## config.mk

```make
export PLATFORM = sky130hd
export DESIGN_NAME = counter_mod_presc_flat
export DESIGN_NICKNAME = d
export VERILOG_FILES = /design/src/rtl/counter_mod_presc_if.sv /design/src/rtl/counter_mod_presc.sv /design/src/flat_wrapper.sv
export SDC_FILE = /design/constraint.sdc
export NUM_CORES = 1
export LEC_CHECK = 0
export ABC_CLOCK_PERIOD_IN_PS = 3600
export CAP_MARGIN = 15
export CORE_ASPECT_RATIO = 2
export CORE_MARGIN = 1
export CORE_UTILIZATION = 40
export DETAILED_ROUTE_END_ITERATION = 10
export DONT_BUFFER_PORTS = 1
export PLACE_DENSITY = 0.58
export SYNTH_ARGS = -nofsm -noshare
export SYNTH_HDL_FRONTEND = slang
export SYNTH_SLANG_ARGS = --single-unit
```

## constraint.sdc

```tcl
create_clock -name clk -period 3.6 [get_ports clk]
set_clock_uncertainty 0.1 [all_clocks]
set_input_delay 0.9 -clock clk [delete_from_list [all_inputs] [get_ports clk]]
set_output_delay 0.9 -clock clk [all_outputs]
set_load 0.03 [all_outputs]
```

## src/rtl/counter_mod_presc_if.sv

```systemverilog
// Control and status bundle for the prescaled modulo counter.
interface counter_mod_presc_if #(
  parameter int unsigned WIDTH   = 32,
  parameter int unsigned PRESC_W = 16
);

  // Control inputs to the counter
  logic               en;
  logic               up;
  logic               clr;
  logic               load;
  logic [WIDTH-1:0]   load_val;
  logic [WIDTH-1:0]   modulo;
  logic [PRESC_W-1:0] div;
  logic [WIDTH-1:0]   cmp_val;

  // Status outputs from the counter
  logic [WIDTH-1:0]   q;
  logic               tick;
  logic               tc;
  logic               ovf;
  logic               cmp_match;

  // Side that owns the control inputs and observes the counter
  modport master (
    output en, up, clr, load, load_val, modulo, div, cmp_val,
    input  q, tick, tc, ovf, cmp_match
  );

  // Counter side
  modport slave (
    input  en, up, clr, load, load_val, modulo, div, cmp_val,
    output q, tick, tc, ovf, cmp_match
  );

endinterface

```

## src/rtl/counter_mod_presc.sv

```systemverilog
// Parametrised up/down counter with prescaler, modulo wrap, clear, load,
// terminal-count pulse, sticky overflow and compare match.
module counter_mod_presc #(
  parameter int unsigned WIDTH   = 32,
  parameter int unsigned PRESC_W = 16
) (
  input  logic                  clk,
  input  logic                  rst,
  counter_mod_presc_if.slave    bus
);

  // Elaboration-time sanity on parameters
  if (WIDTH < 2) begin : g_bad_width
    $error("counter_mod_presc: WIDTH must be >= 2");
  end
  if (PRESC_W < 1) begin : g_bad_presc
    $error("counter_mod_presc: PRESC_W must be >= 1");
  end

  // Registered state
  logic [WIDTH-1:0]   q_r;
  logic [PRESC_W-1:0] pcnt_r;
  logic               tick_r;
  logic               tc_r;
  logic               ovf_r;

  // Next-state values
  logic [WIDTH-1:0]   q_nxt;
  logic [PRESC_W-1:0] pcnt_nxt;
  logic               tick_nxt;
  logic               tc_nxt;
  logic               ovf_nxt;

  // Step decision and the value a step would produce
  logic               step_c;
  logic               wrap_c;
  logic [WIDTH-1:0]   q_step_c;

  // Prescaler: a step fires once pcnt has reached div; >= also covers div
  // being lowered below the running count
  always_comb begin
    step_c   = 1'b0;
    pcnt_nxt = pcnt_r;
    if (bus.en) begin
      if (pcnt_r >= bus.div) begin
        step_c   = 1'b1;
        pcnt_nxt = '0;
      end else begin
        pcnt_nxt = pcnt_r + PRESC_W'(1);
      end
    end
  end

  // Stepped counter value and wrap detection in either direction
  always_comb begin
    wrap_c   = 1'b0;
    q_step_c = q_r;
    if (bus.up) begin
      if (q_r >= bus.modulo) begin
        wrap_c   = 1'b1;
        q_step_c = '0;
      end else begin
        q_step_c = q_r + WIDTH'(1);
      end
    end else begin
      if (q_r == '0) begin
        wrap_c   = 1'b1;
        q_step_c = bus.modulo;
      end else begin
        q_step_c = q_r - WIDTH'(1);
      end
    end
  end

  // Next state with clr > load > step priority
  always_comb begin
    q_nxt    = q_r;
    tick_nxt = 1'b0;
    tc_nxt   = 1'b0;
    ovf_nxt  = ovf_r;
    if (bus.clr) begin
      q_nxt   = '0;
      ovf_nxt = 1'b0;
    end else if (bus.load) begin
      q_nxt = bus.load_val;
    end else if (step_c) begin
      q_nxt    = q_step_c;
      tick_nxt = 1'b1;
      tc_nxt   = wrap_c;
      ovf_nxt  = ovf_r | wrap_c;
    end
  end

  // State register; clr and load also restart the prescaler
  always_ff @(posedge clk) begin
    if (rst) begin
      q_r    <= '0;
      pcnt_r <= '0;
      tick_r <= 1'b0;
      tc_r   <= 1'b0;
      ovf_r  <= 1'b0;
    end else begin
      q_r    <= q_nxt;
      pcnt_r <= (bus.clr || bus.load) ? '0 : pcnt_nxt;
      tick_r <= tick_nxt;
      tc_r   <= tc_nxt;
      ovf_r  <= ovf_nxt;
    end
  end

  // Output drive; cmp_match is intentionally combinational on q
  assign bus.q         = q_r;
  assign bus.tick      = tick_r;
  assign bus.tc        = tc_r;
  assign bus.ovf       = ovf_r;
  assign bus.cmp_match = (q_r == bus.cmp_val);

endmodule

```

## src/flat_wrapper.sv

```systemverilog
// flat-port wrapper written by rule: the top's interface ports become plain ports
module counter_mod_presc_flat 
#(
  parameter int unsigned WIDTH   = 32,
  parameter int unsigned PRESC_W = 16
)
  (clk, rst, bus_en, bus_up, bus_clr, bus_load, bus_load_val, bus_modulo, bus_div, bus_cmp_val, bus_q, bus_tick, bus_tc, bus_ovf, bus_cmp_match);
  counter_mod_presc_if #(.WIDTH(WIDTH), .PRESC_W(PRESC_W)) bus_i ();
  input  logic clk;
  input  logic rst;
  input wire logic [$bits(bus_i.en)-1:0] bus_en;
  input wire logic [$bits(bus_i.up)-1:0] bus_up;
  input wire logic [$bits(bus_i.clr)-1:0] bus_clr;
  input wire logic [$bits(bus_i.load)-1:0] bus_load;
  input wire logic [$bits(bus_i.load_val)-1:0] bus_load_val;
  input wire logic [$bits(bus_i.modulo)-1:0] bus_modulo;
  input wire logic [$bits(bus_i.div)-1:0] bus_div;
  input wire logic [$bits(bus_i.cmp_val)-1:0] bus_cmp_val;
  output wire logic [$bits(bus_i.q)-1:0] bus_q;
  output wire logic [$bits(bus_i.tick)-1:0] bus_tick;
  output wire logic [$bits(bus_i.tc)-1:0] bus_tc;
  output wire logic [$bits(bus_i.ovf)-1:0] bus_ovf;
  output wire logic [$bits(bus_i.cmp_match)-1:0] bus_cmp_match;
  assign bus_i.en = bus_en;
  assign bus_i.up = bus_up;
  assign bus_i.clr = bus_clr;
  assign bus_i.load = bus_load;
  assign bus_i.load_val = bus_load_val;
  assign bus_i.modulo = bus_modulo;
  assign bus_i.div = bus_div;
  assign bus_i.cmp_val = bus_cmp_val;
  assign bus_q = bus_i.q;
  assign bus_tick = bus_i.tick;
  assign bus_tc = bus_i.tc;
  assign bus_ovf = bus_i.ovf;
  assign bus_cmp_match = bus_i.cmp_match;
  counter_mod_presc #(.WIDTH(WIDTH), .PRESC_W(PRESC_W)) u_core (.clk(clk), .rst(rst), .bus(bus_i));
endmodule
```

# [Word-level counts from Yosys, hierarchy flattened]
# Index checks and enable logic that the tools add are counted.
[totals] ramBits=0 n_memories=0 elab_cells=34 regBits=51 rom_bits=0 latchBits=0
[op_classes] addsub=3 magnitude_cmp=2 n_mux=12 bitwise=3 reduce_logical=8 mul=0 div_mod_pow=0 eq_ne=1 n_shift=0
[ops] cell="$mux W32" count=5
[ops] cell="$add A32 B1 Y32 const B" count=1
[ops] cell="$eq A32 B32 Y1" count=1
[ops] cell="$ge A32 B32 Y1" count=1
[ops] cell="$logic_not A32 Y1" count=1
[ops] cell="$sub A32 B1 Y32 const B" count=1
[ops] cell="$add A16 B1 Y16 const B" count=1
[ops] cell="$ge A16 B16 Y1" count=1
[ops] cell="$mux W16" count=1
[ops] cell="$mux W1" count=6
[ops] cell="$reduce_or A2 Y1" count=2
[ops] cell="$reduce_or A4 Y1" count=1
[ops] cell="$reduce_or A3 Y1" count=1
[ops] cell="$not A1 Y1" count=2
[ops] cell="$reduce_and A2 Y1" count=1
[ops] cell="$reduce_bool A2 Y1" count=1
[ops] cell="$logic_or A1 B1 Y1" count=1
[ops] cell="$or A1 B1 Y1" count=1

# [Logic depth before layout (Yosys ltp)]
[depth] ltp_word=5 mapped_depth=11 ltp_nobuf=9

# [Least setup slack after synthesis]
# OpenSTA, ideal clock, no wires.
[synth_timing] kind="input port to flip-flop" startpoint="input port bus_modulo[17]" endpoint="register u_core.q_r[30], in the netlist u_core.bus.q[30]" t_arrival_ps=3056 cell_stages=10 path_slack_ps=365 path_buffers=1 path_cell_list="inv_1 ha_1 a21oi_1 o21ai_0 a221o_1 a211o_1 nor2_1 clkbuf_1 a21oi_1 a211oi_2"
[synth_via] elab_chain_cells=5
[synth_lines] element="from (decl)" line="flat_wrapper.sv:16" text="input wire logic [$bits(bus_i.modulo)-1:0] bus_modulo;"
[synth_lines] element="$ge A32 B32 Y1" line="counter_mod_presc.sv:59" text="if (q_r >= bus.modulo) begin"
[synth_lines] element="$mux W32" line="counter_mod_presc.sv:59"
[synth_lines] element="$mux W32" line="counter_mod_presc.sv:58" text="if (bus.up) begin"
[synth_lines] element="$mux W32" line="counter_mod_presc.sv:86" text="end else if (step_c) begin"
[synth_lines] element="$mux W32" line="counter_mod_presc.sv:84" text="end else if (bus.load) begin"
[synth_lines] element="to (signal assigned)" line="counter_mod_presc.sv:103" text="q_r <= q_nxt;"
[synth_lines] element="to (decl)" line="counter_mod_presc.sv:21" text="logic [WIDTH-1:0] q_r;"
# No other way between the ends. The select of a mux whose other input is x is not followed.
# A chain may end at the register's enable or synchronous reset.

# [Worst setup path in the final report]
[layout_timing] startpoint="register u_core.q_r[12], in the netlist u_core.bus.q[12]" endpoint="register u_core.q_r[29], in the netlist u_core.bus.q[29]"
[layout_via] elab_chain_cells=5 word_cells_on_any_way=9 cone_classes="add/sub (2); order compare (1); mux (5); reduce/logical (1)"
[layout_lines] element="$sub A32 B1 Y32, or another cell as far along" line="counter_mod_presc.sv:70" text="q_step_c = q_r - WIDTH'(1);"
[layout_lines] element="$mux W32, on equally long branches" line="counter_mod_presc.sv:66, counter_mod_presc.sv:59"
[layout_lines] element="$mux W32 *" line="counter_mod_presc.sv:58"
[layout_lines] element="$mux W32 *" line="counter_mod_presc.sv:86"
[layout_lines] element="$mux W32 *" line="counter_mod_presc.sv:84"
# Mark *: on every way between the ends. The rest lies on a longest branch, timed or not. The select of a mux whose other input is x is not followed.

==> results by group <==
Outcome
  • Status: completed

GRT
  • Vias in the first global route: 6047
  • Initial antenna violation count: 0
  • Gr ovfl total: 0
  • Total GRT Usage: 30.1%
  • Global-route wire length before repair: 33.2 mm
  • Largest net degree at the start of global routing: 36

Hold path
  • Worst min path class: flip-flop to flip-flop
  • Hold path startpoint: u_core.pcnt_r[15]$_SDFFE_PP0P_
  • Min-Delay Path Depth: 2
  • Hold endpoint: u_core.pcnt_r[15]$_SDFFE_PP0P_

Worst setup path
  • Crit Reg-Reg Endpoint: u_core.bus.q[29]$_SDFFE_PP0P_
  • Crit-path slowest cell: or4_4
  • Critical Path Most Common Cell: or4_4
  • Reg2reg start: u_core.bus.q[12]$_SDFFE_PP0P_
  • Setup slack on the worst flop-to-flop path: 0.27 ns
  • WP data required: 3.68 ns
  • Largest stage delay, worst path: 0.79 ns
  • Cell-by-cell listing of the critical path: or4_4 > or4_4 > or4_4 > o221ai_2 > a21oi_1 > a221oi_1 > o21ai_1
  • Critical Path Source Type: flip-flop
  • Worst path arrival time: 3.41 ns
  • Critical setup path kind: flip-flop to flip-flop
  • CP max FO: 35
  • Register-to-Register Path Depth: 7
  • CP Capture Type: flip-flop

Floorplan
  • Width of the die: 86.5 um
  • Core Rows: 61
  • Total die area: 0.0148 sq mm
  • Initial Util: 41.1%
  • Core Region: 0.0139 sq mm
  • # IOs: 154
  • Die Ht: 171 um

Yosys
  • Mapped Nets: 967
  • Post-Syn Area: 0.00571 sq mm
  • Post-Syn Instances: 797
  • Post-synth EDFFs: 0
  • Mean post-synth cell area: 7.16 sq um
  • Fraction of synthesis flops using an asynchronous set or reset pin: 0%
  • #FFs+latches synth: 51
  • YS warnings: 0
  • Register area share after synthesis: 17.9%
  • Synth Flop Type: dfxtp_1
  • Yosys cell types: 64

Clocking
  • H-tree depth: 2
  • Number of hold buffers added after cts: 0
  • Clock transition at path regs: 0.08 ns
  • Skew-Pair Late Insertion Delay: 0.30 ns
  • CTS tree: done
  • CTS Buf Count: 5
  • Clock root cell: clkbuf_16
  • CTS Buffer Depth: 2
  • Postcts setup bufs: 0
  • Clock tree sinks: 51
  • Post_cts resized: 0

Place
  • Routability cong.: 0.956
  • Detailed placement HPWL: 17.5 mm
  • IO Port Bufs: 0
  • Post-Place Cells: 978

Detailed routing
  • Detailed Route WL: 22.3 mm
  • 1st-pass router iterations: 5
  • DRC: 0
  • Via count: 6073
  • Routed Antenna Nets: 0
  • WL per Instance: 22.6 um
  • Detailed Route Iter0 Violations: 367
  • Routed vias/inst: 6.16

Timing
  • Tcrit/Tclk final: 92.5%
  • Final number of hold-violating endpoints: 0
  • Tightest Pin Transition: 0.749 ns
  • Endpoints failing setup: 0
  • Fmax: 0.300 GHz
  • Final setup TNS: 0 ns
  • Final min period: 3.33 ns
  • Fin. max-slew vios: 0
  • Slew HR: 50.0%
  • RSZ-0062 raised after global routing: false

Final layout
  • Most common cell after layout, fill and taps aside: nor2_1
  • Area grow syn2layout: 9.28%
  • Inserted Diodes: 0
  • Share of layout cells above drive strength 1: 10.4%
  • Final net count: 966
  • Fin cells: 986
  • Commonest non-fill, non-tap cells in the layout: 81 x nor2_1, 69 x nand2_1, 59 x inv_1

Power and ir drop
  • Pwr dens: 274 mW/mm^2
  • Worst vdd ir: 0.171 mV
  • Leak: 2.72 nW
  • Total power draw: 1.71 mW

Run
  • Max-Cap Viols: 0
[layout make-up]
cell class	instances	area [sq um]
Clock buffer	8	156
Sequential cell	51	1020
Timing Repair Buffer	53	398
Fill cell	1527	7660
Inverter	60	225
Multi-Input combinational cell	625	4200
Tap cell	189	236
[report_power, final]
part	switching, mW	leakage (nW)	internal (mW)
combinational	0.357	2.23	0.214
clock	0.233	0.0772	0.297
sequential	0.0260	0.414	0.579
[worst max-delay path by stage]
stage | cells past startpoint | to | startpoint
CTS | 7 | u_core.bus.q[29]$_SDFFE_PP0P_ | u_core.bus.q[12]$_SDFFE_PP0P_
global route | 8 | u_core.bus.q[29]$_SDFFE_PP0P_ | u_core.bus.q[5]$_SDFFE_PP0P_
detailed placement | 10 | u_core.bus.q[7]$_SDFFE_PP0P_ | bus_modulo[29]
floorplan | 10 | u_core.bus.q[30]$_SDFFE_PP0P_ | bus_modulo[17]
global placement | 7 | u_core.bus.q[29]$_SDFFE_PP0P_ | u_core.bus.q[12]$_SDFFE_PP0P_
finish | 7 | u_core.bus.q[29]$_SDFFE_PP0P_ | u_core.bus.q[12]$_SDFFE_PP0P_
[cells in the mapped netlist, types with 6 or more instances]
library cell  instances  area share [%]
buf_2                 6            0.53
a211oi_1             22             2.9
clkbuf_1             49             3.2
a31oi_1               7            0.77
o21ai_0              44             3.9
xnor2_1              37             5.7
a21oi_1              33             2.9
dfxtp_1              51              18
nand4_1              16             1.8
ha_1                 52              11
nor4_1               20             2.2
o31ai_1               7            0.92
nor2_1               83             5.5
nand3_1              24             2.1
inv_1                59             3.9
a221oi_1             17             2.6
or3_1                 6            0.66
xor2_1               49             7.5
or2_2                 7            0.77
nor3_1               27             2.4
and3_1               16             1.8
nand2_1              69             4.5
[critical path, delay by kind of cell (launching register included)]
| kind | cells | cell delay [ns] |
|---|---|---|
| AOI/OAI and AO/OA | 4 | 0.82 |
| and+or+nand+nor | 3 | 1.96 |
| DFF | 1 | 0.31 |
[metrics by stage]
| stage | util, % | setup WS, ns | area [sq um] | hold WS, ns |
|---|---|---|---|---|
| 2_1_floorplan | - | 0.365 | 5710 | 0.383 |
| 5_1_grt | 44.9 | 0.172 | 6230 | 0.473 |
| 4_1_cts | 44.9 | 0.318 | 6230 | 0.445 |
| 3_5_place_dp | 43.8 | 0.278 | 6080 | 0.429 |
| 3_3_place_gp | 43.8 | 0.351 | 6080 | 0.425 |
| 6_report | 44.9 | 0.271 | 6230 | 0.440 |
[routing by layer]
metal | wire [um] | up-vias | GRT usage (%)
met4 | 1500 | 0 | 19.3
met3 | 1750 | 89 | 6.22
li1 | - | 2848 | -
met5 | 0 | - | 0
met1 | 7520 | 2827 | 29.6
met2 | 11500 | 309 | 55.7
[cell families (layout without fill, tap and decap cells)]
| family | count (synthesis) | in the layout | synth area share (%) |
|---|---|---|---|
| AOI/OAI and AO/OA | 185 | 185 | 22.4 |
| xor gates and xnor gates | 86 | 86 | 13.2 |
| adders and majority gates | 52 | 52 | 11.4 |
| buffers and inverters | 121 | 121 | 8.68 |
| DFF | 51 | 51 | 17.9 |
| muxes | 2 | 2 | 0.351 |
| and+or+nand+nor | 300 | 300 | 26.1 |
[state kept, by name, indices dropped and copies added, names as in the netlist]
signal / cells
u_core.bus.ovf: 1
u_core.bus.q: 32
u_core.bus.tc: 1
u_core.bus.tick: 1
u_core.pcnt_r: 16
Note: power is estimated with default switching activity, not from simulation.
